<file path="config.mk">
export PLATFORM = sky130hd
export DESIGN_NAME = mem_read_arbiter
export DESIGN_NICKNAME = d
export VERILOG_FILES = /design/src/rtl/mem_arb_pkg.sv /design/src/rtl/rr_arbiter.sv /design/src/rtl/mem_read_arbiter.sv
export SDC_FILE = /design/constraint.sdc
export NUM_CORES = 1
export LEC_CHECK = 0
export ABC_AREA = 1
export BUFFER_PORTS_ARGS = -buffer_cell sky130_fd_sc_hd__buf_2
export CELL_PAD_IN_SITES_DETAIL_PLACEMENT = 1
export CELL_PAD_IN_SITES_GLOBAL_PLACEMENT = 2
export CORE_MARGIN = 4
export CORE_UTILIZATION = 27
export CTS_CLUSTER_SIZE = 25
export DETAILED_ROUTE_END_ITERATION = 7
export GPL_ROUTABILITY_DRIVEN = 0
export GPL_TIMING_DRIVEN = 0
export PLACE_DENSITY = 0.88
export SYNTH_ARGS = -nofsm -noshare
export SYNTH_HDL_FRONTEND = slang
export SYNTH_SLANG_ARGS = --single-unit
export TNS_END_PERCENT = 1
</file>
<file path="constraint.sdc">
create_clock -name clk -period 2.35 [get_ports clk]
set_clock_uncertainty 0.05 [all_clocks]
set_input_delay 0.1175 -clock clk [delete_from_list [all_inputs] [get_ports clk]]
set_output_delay 0.1175 -clock clk [all_outputs]
set_load 0.02 [all_outputs]
</file>
<file path="src/rtl/mem_arb_pkg.sv">
// mem_arb_pkg: shared state encoding, default widths and index-width helper for memory port arbiters
package mem_arb_pkg;
  typedef enum logic [1:0] {IDLE = 2'd0, ACCESS = 2'd1, RESP = 2'd2} state_t;
  localparam int ADDR_W_DEF = 7;
  localparam int DATA_W_DEF = 64;
  function automatic int idx_w(input int n);
    return n > 1 ? $clog2(n) : 1;
  endfunction
endpackage

</file>
<file path="src/rtl/rr_arbiter.sv">
// rr_arbiter: combinational round-robin pick; req/last_grant in, one-hot grant, grant_idx and any_req out
module rr_arbiter
  import mem_arb_pkg::*;
#(
  parameter int NREQ = 4,
  localparam int IW = idx_w(NREQ)
) (
  input  logic [NREQ-1:0] req,
  input  logic [IW-1:0]   last_grant,
  output logic [NREQ-1:0] grant,
  output logic [IW-1:0]   grant_idx,
  output logic            any_req
);
  logic [IW-1:0] k;
  logic          found;
  always_comb begin
    k = '0;
    found = 1'b0;
    grant_idx = '0;
    for (int i = 1; i <= NREQ; i++) begin
      k = IW'((int'(last_grant) + i) % NREQ);
      if (!found && req[k]) begin
        found = 1'b1;
        grant_idx = k;
      end
    end
    any_req = |req;
    grant = found ? NREQ'(1) << grant_idx : '0;
  end
endmodule

</file>
<file path="src/rtl/mem_read_arbiter.sv">
// mem_read_arbiter: round-robin sharing of one memory read port; req_valid/req_addr/req_ready in, resp_valid/resp_data/resp_ready out, mem_addr/mem_data to memory, busy status
module mem_read_arbiter
  import mem_arb_pkg::*;
#(
  parameter int NREQ    = 4,
  parameter int ADDR_W  = ADDR_W_DEF,
  parameter int DATA_W  = DATA_W_DEF,
  parameter int MEM_LAT = 1
) (
  input  logic                   clk,
  input  logic                   rst_n,
  input  logic [NREQ-1:0]        req_valid,
  input  logic [NREQ*ADDR_W-1:0] req_addr,
  output logic [NREQ-1:0]        req_ready,
  output logic [NREQ-1:0]        resp_valid,
  output logic [DATA_W-1:0]      resp_data,
  input  logic [NREQ-1:0]        resp_ready,
  output logic [ADDR_W-1:0]      mem_addr,
  input  logic [DATA_W-1:0]      mem_data,
  output logic                   busy
);
  localparam int IW = idx_w(NREQ);
  localparam int CW = idx_w(MEM_LAT);
  state_t          state;
  logic [IW-1:0]   grant_q, last_grant, g;
  logic [NREQ-1:0] grant;
  logic            any_req;
  logic [CW-1:0]   cnt;
  rr_arbiter #(.NREQ(NREQ)) u_arb (
    .req(req_valid),
    .last_grant(last_grant),
    .grant(grant),
    .grant_idx(g),
    .any_req(any_req)
  );
  assign req_ready = (rst_n && state == IDLE) ? grant : '0;
  assign busy = state != IDLE;
  always_ff @(posedge clk or negedge rst_n) begin
    if (!rst_n) begin
      state <= IDLE;
      grant_q <= '0;
      last_grant <= IW'(NREQ - 1);
      mem_addr <= '0;
      resp_data <= '0;
      resp_valid <= '0;
      cnt <= '0;
    end else begin
      case (state)
        IDLE: if (any_req) begin
          mem_addr <= req_addr[g*ADDR_W +: ADDR_W];
          grant_q <= g;
          cnt <= '0;
          state <= ACCESS;
        end
        ACCESS: if (cnt == CW'(MEM_LAT - 1)) begin
          resp_data <= mem_data;
          resp_valid <= NREQ'(1) << grant_q;
          state <= RESP;
        end else begin
          cnt <= cnt + 1'b1;
        end
        RESP: if (resp_ready[grant_q]) begin
          resp_valid <= '0;
          last_grant <= grant_q;
          state <= IDLE;
        end
        default: state <= IDLE;
      endcase
    end
  end
endmodule

</file>
==> results of run 1 <==
[flip-flops by register name (all words and copies together), names as in the netlist]
| name | count |
|---|---|
| last_grant | 2 |
| resp_valid | 4 |
| state | 2 |
| grant_q | 2 |
| mem_addr | 7 |
| resp_data | 64 |
[synthesized netlist by cell type (2+ instances only)]
master | n | area share (%)
nand2_4 | 3 | 0.91
buf_2 | 7 | 0.95
nand2_1 | 85 | 8.6
buf_4 | 2 | 0.41
buf_6 | 2 | 0.61
nand3_1 | 24 | 3.3
mux2_2 | 64 | 20
nor3_1 | 4 | 0.54
nor2_1 | 3 | 0.30
nand2_2 | 20 | 3.4
clkbuf_1 | 2 | 0.20
dfstp_2 | 2 | 1.4
o21ai_0 | 6 | 0.81
o31ai_1 | 4 | 0.81
dfrtp_1 | 79 | 54
nor2_2 | 3 | 0.51
inv_1 | 9 | 0.91
[metrics by stage]
step / std cells / hold WS, ns / setup TNS (ns) / area, um^2 / worst slack [ns]
after floorplan: 333 / -0.2281 / 0 / 3692 / 0.2367
after global placement: 690 / 0.2987 / -0.7358 / 4818 / -0.1854
after detailed placement: 691 / -0.01311 / 0 / 4848 / 0.1755
after CTS: 778 / 0.1149 / -0.01272 / 5888 / -0.008947
after global routing: 780 / 0.1596 / -0.5539 / 5921 / -0.1477
final: 780 / 0.1155 / -0.008392 / 5921 / -0.008392
[kinds of logic (layout without fill, tap and decap cells)]
group | count (synthesis) | after routing | synth area share (%)
mux | 65 | 65 | 19.79
buf+inv | 27 | 297 | 4.303
flops | 81 | 81 | 54.96
compound gates | 13 | 13 | 2.271
other cells | 0 | 1 | 0
simple gates | 147 | 147 | 18.67
[critical path, delay by kind of cell (launching register included)]
family / cells / cell delay [ns]
and+or+nand+nor: 9 / 0.81
DFF: 1 / 0.53
buffers and inverters: 4 / 0.53
[where the power goes]
| part | leakage [nW] | internal [W] | total, W | switching (W) |
|---|---|---|---|---|
| clock | 0.148 | 0.000876 | 0.00140 | 0.000526 |
| sequential | 0.957 | 0.00212 | 0.00252 | 0.000400 |
| combinational | 1.85 | 0.00210 | 0.00505 | 0.00295 |
[per-layer routing]
| layer | global-route usage, % | vias up | wire length [um] |
|---|---|---|---|
| li1 | - | 1632 | - |
| met1 | 17.67 | 1701 | 4763 |
| met2 | 30.15 | 122 | 6690 |
| met3 | 5.458 | 14 | 785 |
| met4 | 3.827 | 0 | 199 |
| met5 | 0 | - | 0 |
[final cells by class]
class | count | area share [%]
Antenna cell | 1 | 0.04227
Buffer | 15 | 1.881
Clock buffer | 11 | 4.269
Clock inverter | 4 | 0.8664
Inverter | 12 | 0.9298
Multi-Input combinational cell | 225 | 26.06
Sequential cell | 81 | 34.28
Tap cell | 176 | 3.719
Timing Repair Buffer | 255 | 27.96
[placed cells by master, fill, tap and decap left out, drive strengths merged, types with 2 or more instances in the layout]
cell | netlist | final
buf | 13 | 203
nand2 | 108 | 108
dfrtp | 79 | 79
dlygate4sd3 | 0 | 65
mux2 | 64 | 64
nand3 | 25 | 25
inv | 12 | 13
clkbuf | 2 | 13
nor2 | 7 | 7
o21ai | 6 | 6
o31ai | 4 | 4
nor3 | 4 | 4
dfstp | 2 | 2
[how the worst max path moves through the flow]
| stage | depth (start not counted) | end | from |
|---|---|---|---|
| 2_1_floorplan | 12 | req_ready[0] | last_grant[0]$_DFFE_PN1P_ |
| 3_5_place_dp | 11 | req_ready[1] | last_grant[0]$_DFFE_PN1P_ |
| 4_1_cts | 13 | req_ready[2] | last_grant[0]$_DFFE_PN1P_ |
| 6_report | 13 | req_ready[2] | last_grant[0]$_DFFE_PN1P_ |
| 5_1_grt | 13 | req_ready[2] | last_grant[0]$_DFFE_PN1P_ |
| 3_3_place_gp | 4 | req_ready[1] | rst_n |
[what timing repair did]
item,CTS,global route
gates resized for setup,10,6
buffers inserted,7,1
setup endpoints to repair,4,7
hold buffers,65,0
hold endpoints to repair,86,0
pin swaps,8,3
==> run_summary.xml, run 1 <==
<?xml version="1.0" encoding="UTF-8"?>
<metrics>
  <group name="run_status">
    <metric name="status" unit="">complete, but fails checks</metric>
    <metric name="failed_checks" unit="">setup timing</metric>
  </group>
  <group name="clock_tree">
    <metric name="clock_tree_from_tritoncts" unit="">done</metric>
    <metric name="total_number_of_clock_tree_sinks" unit="">81</metric>
    <metric name="cts-htree-levels" unit="">3</metric>
    <metric name="worst_skew_pair.late_latency" unit="ns">0.32</metric>
    <metric name="cts_root_buffer" unit="">clkbuf_16</metric>
    <metric name="clock_path_buffers" unit="">2</metric>
    <metric name="tritoncts.num_buffers" unit="">9</metric>
    <metric name="worst_setup_hold_path_clk_slew" unit="ns">0.06</metric>
  </group>
  <group name="pwr">
    <metric name="leakagePower" unit="nW">2.957</metric>
    <metric name="total_power" unit="W">0.008979</metric>
    <metric name="ir_worst_vdd" unit="mV">0.6541</metric>
    <metric name="power.density_cell_area" unit="nW/um^2">1517</metric>
  </group>
  <group name="yosys">
    <metric name="syn_area_per_cell" unit="um^2">11.09</metric>
    <metric name="synth_async_sr_flop_share" unit="%">100.0</metric>
    <metric name="synthCells" unit="">333</metric>
    <metric name="synthesis.area" unit="um^2">3692</metric>
    <metric name="synthesis.nets" unit="">435</metric>
    <metric name="synth-main-ff-cell" unit="">dfrtp_1</metric>
    <metric name="synth_seq_cells" unit="">81</metric>
    <metric name="synth_sequential_area_ratio" unit="%">54.96</metric>
    <metric name="yosysUniqueCellTypes" unit="">31</metric>
    <metric name="synth_edf_count" unit="">0</metric>
    <metric name="ys.warnings.count" unit="">0</metric>
  </group>
  <group name="critical_path">
    <metric name="critPathKind" unit="">register to output pin</metric>
    <metric name="critical_path.slowest_cell" unit="">dfstp_2</metric>
    <metric name="critPathMostFrequentCell" unit="">nand2_2</metric>
    <metric name="timing.critical_path.from_type" unit="">register</metric>
    <metric name="timing.critical_path.slowest_cell_delay" unit="ns">0.53</metric>
    <metric name="worstPathCellList" unit="">buf_6 &gt; inv_8 &gt; nand2_2 &gt; nand2_2 &gt; nand2_2 &gt; nand2_4 &gt; nor2_4 &gt; nand3_4 &gt; nor2_2 &gt; nor2_2 &gt; buf_4 &gt; nor3_1 &gt; buf_2</metric>
    <metric name="worstReg2RegEnd" unit="">mem_addr[4]$_DFFE_PN0P_</metric>
    <metric name="reg2reg_from" unit="">last_grant[0]$_DFFE_PN1P_</metric>
    <metric name="cp_max_fo" unit="">8</metric>
    <metric name="crit_path_end_kind" unit="">output pin</metric>
    <metric name="cp.arrival" unit="ns">2.19</metric>
    <metric name="r2r_slack" unit="ns">0.17</metric>
    <metric name="r2r.worst_path.cells" unit="">18</metric>
    <metric name="cp.required" unit="ns">2.18</metric>
  </group>
  <group name="cells_and_area">
    <metric name="fin_nets" unit="">701</metric>
    <metric name="number_of_filler_instances_in_the_final_layout" unit="">1522</metric>
    <metric name="multiInputGateArea" unit="um^2">1543</metric>
    <metric name="final_core_util" unit="%">44.53</metric>
    <metric name="drive_gt1_share" unit="%">53.73</metric>
    <metric name="areaGrowthSynthToFinish" unit="%">60.35</metric>
    <metric name="seqCellArea" unit="um^2">2029</metric>
  </group>
  <group name="floorplanning">
    <metric name="rows" unit="">42</metric>
    <metric name="floorplan.initialDensity" unit="%">27.77</metric>
    <metric name="ioPinCount" unit="">182</metric>
    <metric name="die_boundary_height" unit="um">124.9</metric>
    <metric name="die-area" unit="um^2">15610</metric>
    <metric name="area_of_the_placeable_core" unit="um^2">13300</metric>
    <metric name="dieWidth" unit="um">124.9</metric>
  </group>
  <group name="timing">
    <metric name="fmax" unit="MHz">424.0</metric>
    <metric name="min_period" unit="ns">2.358</metric>
    <metric name="layout_worst_path_cycle_share" unit="%">100.4</metric>
    <metric name="maxSlewHeadroom" unit="%">61.08</metric>
    <metric name="worst_pin_slew" unit="ns">0.5839</metric>
    <metric name="finalHoldViolCount" unit="">0</metric>
    <metric name="setup_viol_count_final" unit="">1</metric>
    <metric name="final_critical_path_setup_slack" unit="ns">-0.008392</metric>
    <metric name="finalMaxSlewViolations" unit="">0</metric>
    <metric name="setup_repair_after_global_routing_missed_its_margin" unit="">yes</metric>
  </group>
  <group name="global_route">
    <metric name="grt_pass1_wl" unit="um">20600</metric>
    <metric name="maximum_number_of_pins_on_one_net_before_global_route_repair" unit="">62</metric>
    <metric name="grt_use_total" unit="%">16.16</metric>
    <metric name="global_route.overflow_total" unit="">0</metric>
    <metric name="first_global_vias" unit="">3931</metric>
    <metric name="grt_antenna_before_repair" unit="">1</metric>
  </group>
  <group name="detailed_routing">
    <metric name="drt_iter0_drc" unit="">83</metric>
    <metric name="drtAntennaViolNets" unit="">0</metric>
    <metric name="vias" unit="">3469</metric>
    <metric name="vias_per_cell" unit="">4.447</metric>
    <metric name="drt-pass1-iter-count" unit="">4</metric>
    <metric name="drt-total-wl" unit="um">12440</metric>
    <metric name="remaining_drc_errors" unit="">0</metric>
    <metric name="routed_len_inst" unit="um">15.95</metric>
  </group>
  <group name="worst_hold_path">
    <metric name="holdPathEnd" unit="">mem_addr[1]$_DFFE_PN0P_</metric>
    <metric name="hold_start" unit="">req_addr[15]</metric>
    <metric name="worstHoldPathCells" unit="">7</metric>
    <metric name="hold_class" unit="">input pin to register</metric>
  </group>
  <group name="flow_run">
    <metric name="max-cap-violations" unit="">0</metric>
  </group>
  <group name="place">
    <metric name="dpl_wire_length" unit="um">8309</metric>
    <metric name="io_buffers" unit="">181</metric>
  </group>
</metrics>
Note: power is estimated with default switching activity, not from simulation.
==> run 2: changes to the inputs <==
ABC_AREA = unset   (was 1)
CELL_PAD_IN_SITES_DETAIL_PLACEMENT = 2   (was 1)
CORE_UTILIZATION = 26   (was 27)
PLACE_DENSITY = 0.91   (was 0.88)
clock period = 3 ns   (was 2.35 ns; I/O delays follow)
==> run_summary.xml, run 2 <==
<?xml version="1.0" encoding="UTF-8"?>
<metrics>
  <group name="timing">
    <metric name="layout_worst_path_cycle_share" unit="%">80.41</metric>
    <metric name="finalMaxSlewViolations" unit="">0</metric>
    <metric name="worst_pin_slew" unit="ns">0.8960</metric>
    <metric name="min_period" unit="ns">2.412</metric>
    <metric name="fmax" unit="MHz">414.5</metric>
    <metric name="finalHoldViolCount" unit="">1</metric>
    <metric name="hold_worst_slack" unit="ns">-0.005399</metric>
    <metric name="maxSlewHeadroom" unit="%">39.80</metric>
    <metric name="setup_repair_after_global_routing_missed_its_margin" unit="">no</metric>
    <metric name="final.setup.tns" unit="ns">0</metric>
    <metric name="setup_viol_count_final" unit="">0</metric>
  </group>
  <group name="clock_tree">
    <metric name="cts_post_setup_buffers_inserted" unit="">0</metric>
    <metric name="worst_skew_pair.late_latency" unit="ns">0.34</metric>
    <metric name="total_number_of_clock_tree_sinks" unit="">81</metric>
    <metric name="clock_tree_from_tritoncts" unit="">done</metric>
    <metric name="clock_path_buffers" unit="">2</metric>
    <metric name="cts_root_buffer" unit="">clkbuf_16</metric>
    <metric name="tritoncts.num_buffers" unit="">9</metric>
    <metric name="worst_setup_hold_path_clk_slew" unit="ns">0.06</metric>
    <metric name="cts-htree-levels" unit="">3</metric>
  </group>
  <group name="yosys">
    <metric name="ys_top_cells_by_count" unit="">197 x nand2_1, 79 x dfrtp_1, 14 x a211oi_1</metric>
    <metric name="synth_most_common_cell" unit="">nand2_1</metric>
    <metric name="synth.top_cells.by_area" unit="">dfrtp_1 58%, nand2_1 22%, a211oi_1 3.1%</metric>
    <metric name="synth_async_sr_flop_share" unit="%">100.0</metric>
    <metric name="synth_sequential_area_ratio" unit="%">59.50</metric>
    <metric name="synthesis.nets" unit="">472</metric>
    <metric name="syn_area_per_cell" unit="um^2">9.218</metric>
    <metric name="synth_edf_count" unit="">0</metric>
    <metric name="ys.warnings.count" unit="">0</metric>
    <metric name="synth-main-ff-cell" unit="">dfrtp_1</metric>
    <metric name="synthCells" unit="">370</metric>
    <metric name="netlist.top_cell.by_area" unit="">dfrtp_1</metric>
    <metric name="yosysUniqueCellTypes" unit="">32</metric>
    <metric name="synthDominantCellAreaShare" unit="%">57.96</metric>
    <metric name="synth_seq_cells" unit="">81</metric>
    <metric name="synthesis.area" unit="um^2">3411</metric>
  </group>
  <group name="floorplanning">
    <metric name="die-area" unit="um^2">15010</metric>
    <metric name="area_of_the_placeable_core" unit="um^2">12720</metric>
    <metric name="die_boundary_height" unit="um">122.5</metric>
    <metric name="ioPinCount" unit="">182</metric>
    <metric name="floorplan.initialDensity" unit="%">26.81</metric>
    <metric name="rows" unit="">41</metric>
    <metric name="dieWidth" unit="um">122.5</metric>
  </group>
  <group name="global_route">
    <metric name="grt_antenna_before_repair" unit="">3</metric>
    <metric name="maximum_number_of_pins_on_one_net_before_global_route_repair" unit="">68</metric>
    <metric name="grt_use_total" unit="%">21.00</metric>
    <metric name="grt_pass1_wl" unit="um">23830</metric>
    <metric name="first_global_vias" unit="">4349</metric>
    <metric name="global_route.overflow_total" unit="">0</metric>
  </group>
  <group name="cells_and_area">
    <metric name="number_of_filler_instances_in_the_final_layout" unit="">1415</metric>
    <metric name="final_cell_mix" unit="">197 x nand2_1, 180 x buf_2, 79 x dfrtp_1</metric>
    <metric name="areaGrowthSynthToFinish" unit="%">61.48</metric>
    <metric name="fin_nets" unit="">728</metric>
    <metric name="regMostFlops" unit="">resp_data</metric>
    <metric name="reg_top3" unit="">resp_data: 64 flops, mem_addr: 7 flops, resp_valid: 4 flops</metric>
    <metric name="most_common_cell_after_layout_fill_and_taps_aside" unit="">nand2_1</metric>
    <metric name="final_core_util" unit="%">43.29</metric>
    <metric name="largest_register_ff_count" unit="">64</metric>
    <metric name="drive_gt1_share" unit="%">32.96</metric>
  </group>
  <group name="critical_path">
    <metric name="critical_path.slowest_cell" unit="">dfstp_2</metric>
    <metric name="cp.arrival" unit="ns">2.21</metric>
    <metric name="cp.required" unit="ns">2.80</metric>
    <metric name="cp_max_fo" unit="">10</metric>
    <metric name="crit_path_end_kind" unit="">output pin</metric>
    <metric name="critPathKind" unit="">register to output pin</metric>
    <metric name="worstPathCellList" unit="">mux2_4 &gt; a22oi_4 &gt; and2_4 &gt; buf_12 &gt; buf_12 &gt; nor3_1 &gt; buf_2</metric>
    <metric name="timing.critical_path.slowest_cell_delay" unit="ns">0.60</metric>
    <metric name="critPathMostFrequentCell" unit="">buf_12</metric>
    <metric name="r2r_slack" unit="ns">0.83</metric>
    <metric name="timing.critical_path.from_type" unit="">register</metric>
  </group>
  <group name="detailed_routing">
    <metric name="remaining_drc_errors" unit="">0</metric>
    <metric name="drt-total-wl" unit="um">15410</metric>
    <metric name="drt_iter0_drc" unit="">132</metric>
    <metric name="routed_len_inst" unit="um">19.11</metric>
    <metric name="vias" unit="">3686</metric>
    <metric name="drtAntennaViolNets" unit="">0</metric>
    <metric name="drt-pass1-iter-count" unit="">4</metric>
    <metric name="vias_per_cell" unit="">4.573</metric>
  </group>
  <group name="run_status">
    <metric name="status" unit="">complete, but fails checks</metric>
    <metric name="failed_checks" unit="">hold timing</metric>
  </group>
  <group name="pwr">
    <metric name="ir_worst_vdd" unit="mV">0.5380</metric>
    <metric name="total_power" unit="W">0.006090</metric>
    <metric name="leakagePower" unit="nW">2.953</metric>
    <metric name="power.density_cell_area" unit="nW/um^2">1106</metric>
  </group>
  <group name="place">
    <metric name="dpl_wire_length" unit="um">9807</metric>
    <metric name="io_buffers" unit="">181</metric>
  </group>
  <group name="worst_hold_path">
    <metric name="hold_class" unit="">input pin to register</metric>
  </group>
  <group name="flow_run">
    <metric name="max-cap-violations" unit="">0</metric>
  </group>
</metrics>
==> run 2: cell families (layout without fill, tap and decap cells) <==
logic type	count (synthesis)	in the layout	share of synthesized area [%]
buf+inv	19	280	3.045
flops	81	81	59.50
other cells	0	3	0
simple gates	225	225	25.94
compound gates	35	35	8.034
mux	10	10	3.485
==> run 2: worst max-delay path, delay by kind of cell, from the launching register on <==
family | cells | cell delay [ns]
AO/OA/AOI/OAI | 1 | 0.25
buffers and inverters | 3 | 0.42
flip-flops | 1 | 0.60
multiplexers | 1 | 0.33
AND/OR/NAND/NOR | 2 | 0.27
==> run 2: where the power goes <==
part | leakage [nW] | switching [W] | internal, W | total, W
combinational | 1.82 | 0.00199 | 0.000954 | 0.00294
clock | 0.149 | 0.000462 | 0.000691 | 0.00115
sequential | 0.986 | 0.000352 | 0.00164 | 0.00200
total | 2.95 | 0.00280 | 0.00329 | 0.00609
==> run 2: area by class of cell <==
cell class | count | area, um^2 | area share, %
plain buffers | 17 | 96.34 | 1.749
inverters | 2 | 7.507 | 0.1363
clock buffers | 12 | 256.5 | 4.657
well taps | 172 | 215.2 | 3.907
diodes | 3 | 7.507 | 0.1363
clock inverters | 4 | 51.30 | 0.9314
repair buffers | 245 | 1567 | 28.44
multi-input cells | 270 | 1277 | 23.19
flip-flops and latches | 81 | 2029 | 36.85
==> run 2: per-layer routing <==
metal | part of all wire (%) | GRT usage (%) | vias up
met5 | 0 | 0 | -
met4 | 2.0 | 6.718 | 0
met3 | 5.5 | 5.576 | 20
met2 | 56 | 39.81 | 115
met1 | 37 | 22.50 | 1844
li1 | - | - | 1707
==> run 2: what timing repair did <==
action                                 4_1_cts  5_1_grt
hold buffers                                63        0
endpoints found under the hold margin      141        0
gates resized for setup                      0        0
==> run 2: final timing paths <==
check | start | end | cells after the start
min reg2reg | resp_data[5]$_DFFE_PN0P_ | resp_data[5]$_DFFE_PN0P_ | 2
max in group asynchronous | rst_n | last_grant[1]$_DFFE_PN1P_ | 3
min | mem_data[24] | resp_data[24]$_DFFE_PN0P_ | 3
max reg2reg | last_grant[1]$_DFFE_PN1P_ | mem_addr[3]$_DFFE_PN0P_ | 7
min in group asynchronous | rst_n | resp_data[11]$_DFFE_PN0P_ | 2
max | last_grant[1]$_DFFE_PN1P_ | req_ready[1] | 7
==> run 2: stage by stage <==
| step | instances | hold WS, ns | setup slack [ns] | area, um^2 |
|---|---|---|---|---|
| finish | 806 | -0.005399 | 0.5877 | 5508 |
| global route | 806 | 0.01741 | 0.4884 | 5508 |
| CTS | 803 | 0.006301 | 0.5627 | 5500 |
| detailed placement | 724 | -0.01166 | 0.8092 | 4562 |
| global placement | 723 | 0.2905 | 0.5111 | 4532 |
| floorplan | 370 | -0.1956 | 1.055 | 3411 |
==> run 3: changes to the inputs <==
CORE_UTILIZATION = 22   (was 26)
PLACE_DENSITY = 0.83   (was 0.91)
clock period = 2 ns   (was 3 ns; I/O delays follow)
==> run_summary.xml, run 3 (synthesized netlist as in run 2, its figures left out) <==
<?xml version="1.0" encoding="UTF-8"?>
<metrics>
  <group name="clock_tree">
    <metric name="clock_path_buffers" unit="">2</metric>
    <metric name="cts-htree-levels" unit="">3</metric>
    <metric name="clock_tree_from_tritoncts" unit="">done</metric>
    <metric name="cts_root_buffer" unit="">clkbuf_16</metric>
    <metric name="total_number_of_clock_tree_sinks" unit="">81</metric>
    <metric name="tritoncts.num_buffers" unit="">9</metric>
    <metric name="worst_setup_hold_path_clk_slew" unit="ns">0.05</metric>
    <metric name="worst_skew_pair.late_latency" unit="ns">0.33</metric>
  </group>
  <group name="timing">
    <metric name="min_period" unit="ns">2.055</metric>
    <metric name="setup_repair_after_global_routing_missed_its_margin" unit="">yes</metric>
    <metric name="fmax" unit="MHz">486.5</metric>
    <metric name="setup_viol_count_final" unit="">4</metric>
    <metric name="finalHoldViolCount" unit="">0</metric>
    <metric name="final.setup.tns" unit="ns">-0.2051</metric>
    <metric name="final_critical_path_setup_slack" unit="ns">-0.05530</metric>
    <metric name="worst_pin_slew" unit="ns">1.047</metric>
    <metric name="layout_worst_path_cycle_share" unit="%">102.8</metric>
    <metric name="maxSlewHeadroom" unit="%">29.53</metric>
    <metric name="finalMaxSlewViolations" unit="">0</metric>
  </group>
  <group name="detailed_routing">
    <metric name="drt-total-wl" unit="um">15080</metric>
    <metric name="remaining_drc_errors" unit="">0</metric>
    <metric name="vias" unit="">3640</metric>
    <metric name="vias_per_cell" unit="">4.401</metric>
    <metric name="drt-pass1-iter-count" unit="">4</metric>
    <metric name="routed_len_inst" unit="um">18.24</metric>
    <metric name="drtAntennaViolNets" unit="">0</metric>
    <metric name="drt_iter0_drc" unit="">72</metric>
  </group>
  <group name="global_route">
    <metric name="grt_use_total" unit="%">17.29</metric>
    <metric name="grt_pass1_wl" unit="um">23940</metric>
    <metric name="maximum_number_of_pins_on_one_net_before_global_route_repair" unit="">47</metric>
    <metric name="grt_antenna_before_repair" unit="">0</metric>
    <metric name="first_global_vias" unit="">4317</metric>
    <metric name="global_route.overflow_total" unit="">0</metric>
  </group>
  <group name="cells_and_area">
    <metric name="fin_nets" unit="">737</metric>
    <metric name="multiInputGateArea" unit="um^2">1383</metric>
    <metric name="drive_gt1_share" unit="%">35.99</metric>
    <metric name="final_cell_mix" unit="">195 x nand2_1, 176 x buf_2, 79 x dfrtp_1</metric>
    <metric name="seqCellArea" unit="um^2">2029</metric>
    <metric name="non_filler_cell_area_final" unit="um^2">5720</metric>
    <metric name="number_of_filler_instances_in_the_final_layout" unit="">1702</metric>
    <metric name="largest_register_ff_count" unit="">64</metric>
    <metric name="n_antenna_cell" unit="">0</metric>
    <metric name="regMostFlops" unit="">resp_data</metric>
    <metric name="most_common_cell_after_layout_fill_and_taps_aside" unit="">nand2_1</metric>
    <metric name="final_core_util" unit="%">37.63</metric>
    <metric name="reg_top3" unit="">resp_data: 64 flops, mem_addr: 7 flops, resp_valid: 4 flops</metric>
    <metric name="areaGrowthSynthToFinish" unit="%">67.72</metric>
  </group>
  <group name="critical_path">
    <metric name="cp.required" unit="ns">1.85</metric>
    <metric name="critPathKind" unit="">register to output pin</metric>
    <metric name="crit_path_end_kind" unit="">output pin</metric>
    <metric name="critical_path.slowest_cell" unit="">dfstp_2</metric>
    <metric name="critPathBufInv" unit="">2</metric>
    <metric name="cp_max_fo" unit="">3</metric>
    <metric name="timing.critical_path.from_type" unit="">register</metric>
    <metric name="cp.arrival" unit="ns">1.91</metric>
    <metric name="r2r_slack" unit="ns">0</metric>
    <metric name="worst_path_dominant_cell_family" unit="">flip-flops</metric>
    <metric name="timing.critical_path.slowest_cell_delay" unit="ns">0.57</metric>
    <metric name="worstPathCellList" unit="">mux2_4 &gt; a22oi_4 &gt; and2_4 &gt; buf_12 &gt; nor3_4 &gt; buf_6</metric>
  </group>
  <group name="place">
    <metric name="dpl_wire_length" unit="um">9801</metric>
    <metric name="placedInstanceArea" unit="um^2">4582</metric>
    <metric name="preCtsSetupSlack" unit="ns">-0.1517</metric>
    <metric name="io_buffers" unit="">181</metric>
  </group>
  <group name="worst_hold_path">
    <metric name="hold_class" unit="">input pin to register</metric>
  </group>
  <group name="floorplanning">
    <metric name="die-area" unit="um^2">17560</metric>
    <metric name="die_boundary_height" unit="um">132.5</metric>
    <metric name="dieWidth" unit="um">132.5</metric>
    <metric name="ioPinCount" unit="">182</metric>
    <metric name="floorplan.initialDensity" unit="%">22.44</metric>
    <metric name="area_of_the_placeable_core" unit="um^2">15200</metric>
    <metric name="rows" unit="">45</metric>
  </group>
  <group name="pwr">
    <metric name="leakagePower" unit="nW">3.018</metric>
    <metric name="power.density_cell_area" unit="nW/um^2">1620</metric>
    <metric name="ir_worst_vdd" unit="mV">0.4648</metric>
  </group>
  <group name="flow_run">
    <metric name="max-cap-violations" unit="">0</metric>
  </group>
  <group name="run_status">
    <metric name="failed_checks" unit="">setup timing</metric>
    <metric name="status" unit="">complete, but fails checks</metric>
  </group>
</metrics>
## run 3: cell count changes in the layout (fill, tap and decap cells not counted), moves of 2 or more
cell / previous run / this run
buf_4: 1 / 7
buf_2: 180 / 176
mux2i_1: 7 / 5
diode_2: 3 / 0
nor3_2: 0 / 2
clkbuf_2: 0 / 3
buf_6: 0 / 5
nor3_1: 5 / 0
nor3_4: 0 / 3
mux2i_2: 0 / 2
nand2_1: 197 / 195
dlygate4sd3_1: 63 / 65
## run 3: through the flow
stage	hold WS (ns)	cells	total power [W]
floorplan	-0.2456	370	0.005487
global placement	0.2402	739	0.006918
detailed placement	0.05579	740	0.007194
CTS	0.05294	828	0.009193
global route	0.07241	827	0.009991
finish	0.05880	827	0.009269
## run 3: power by group
part	internal, W	switching [W]
clock	0.00103	0.000656
sequential	0.00247	0.000505
combinational	0.00158	0.00303
## run 3: what timing repair did
action,4_1_cts,5_1_grt
hold buffers,65,0
resized for setup,12,23
pin swaps,9,6
endpoints found under the setup margin,15,12
endpoints found under the hold margin,97,0
setup buffers,8,0
## run 3: layer usage
layer / vias up / track usage (%) / part of all wire [%]
met4: 0 / 5.312 / 1.9
met3: 22 / 4.297 / 4.5
li1: 1716 / - / -
met5: - / 0 / 0
met1: 1780 / 19.22 / 40
met2: 122 / 32.33 / 54
## run 3: path summary, 6_finish.rpt
| path | from | endpoint | cells past startpoint |
|---|---|---|---|
| max | last_grant[1]$_DFFE_PN1P_ | req_ready[1] | 6 |
| min | req_addr[14] | mem_addr[0]$_DFFE_PN0P_ | 3 |
| max reg2reg | last_grant[1]$_DFFE_PN1P_ | mem_addr[2]$_DFFE_PN0P_ | 7 |
| min reg2reg | resp_data[6]$_DFFE_PN0P_ | resp_data[6]$_DFFE_PN0P_ | 2 |
| max in group asynchronous | rst_n | resp_data[39]$_DFFE_PN0P_ | 3 |
| min in group asynchronous | rst_n | resp_data[6]$_DFFE_PN0P_ | 2 |
## run 3: area by class of cell
cell class	count	area share (%)
plain buffers	16	1.400
clock buffers	13	4.549
clock inverters	2	0.6562
inverters	2	0.1312
multi-input cells	270	24.17
flip-flops and latches	81	35.48
well taps	188	4.112
repair buffers	255	29.51
## run 3: tightest hold or removal path: stages
cell	delay (ns)
buf_2	0.08
a211oi_1	0.06
a211oi_2	0.14
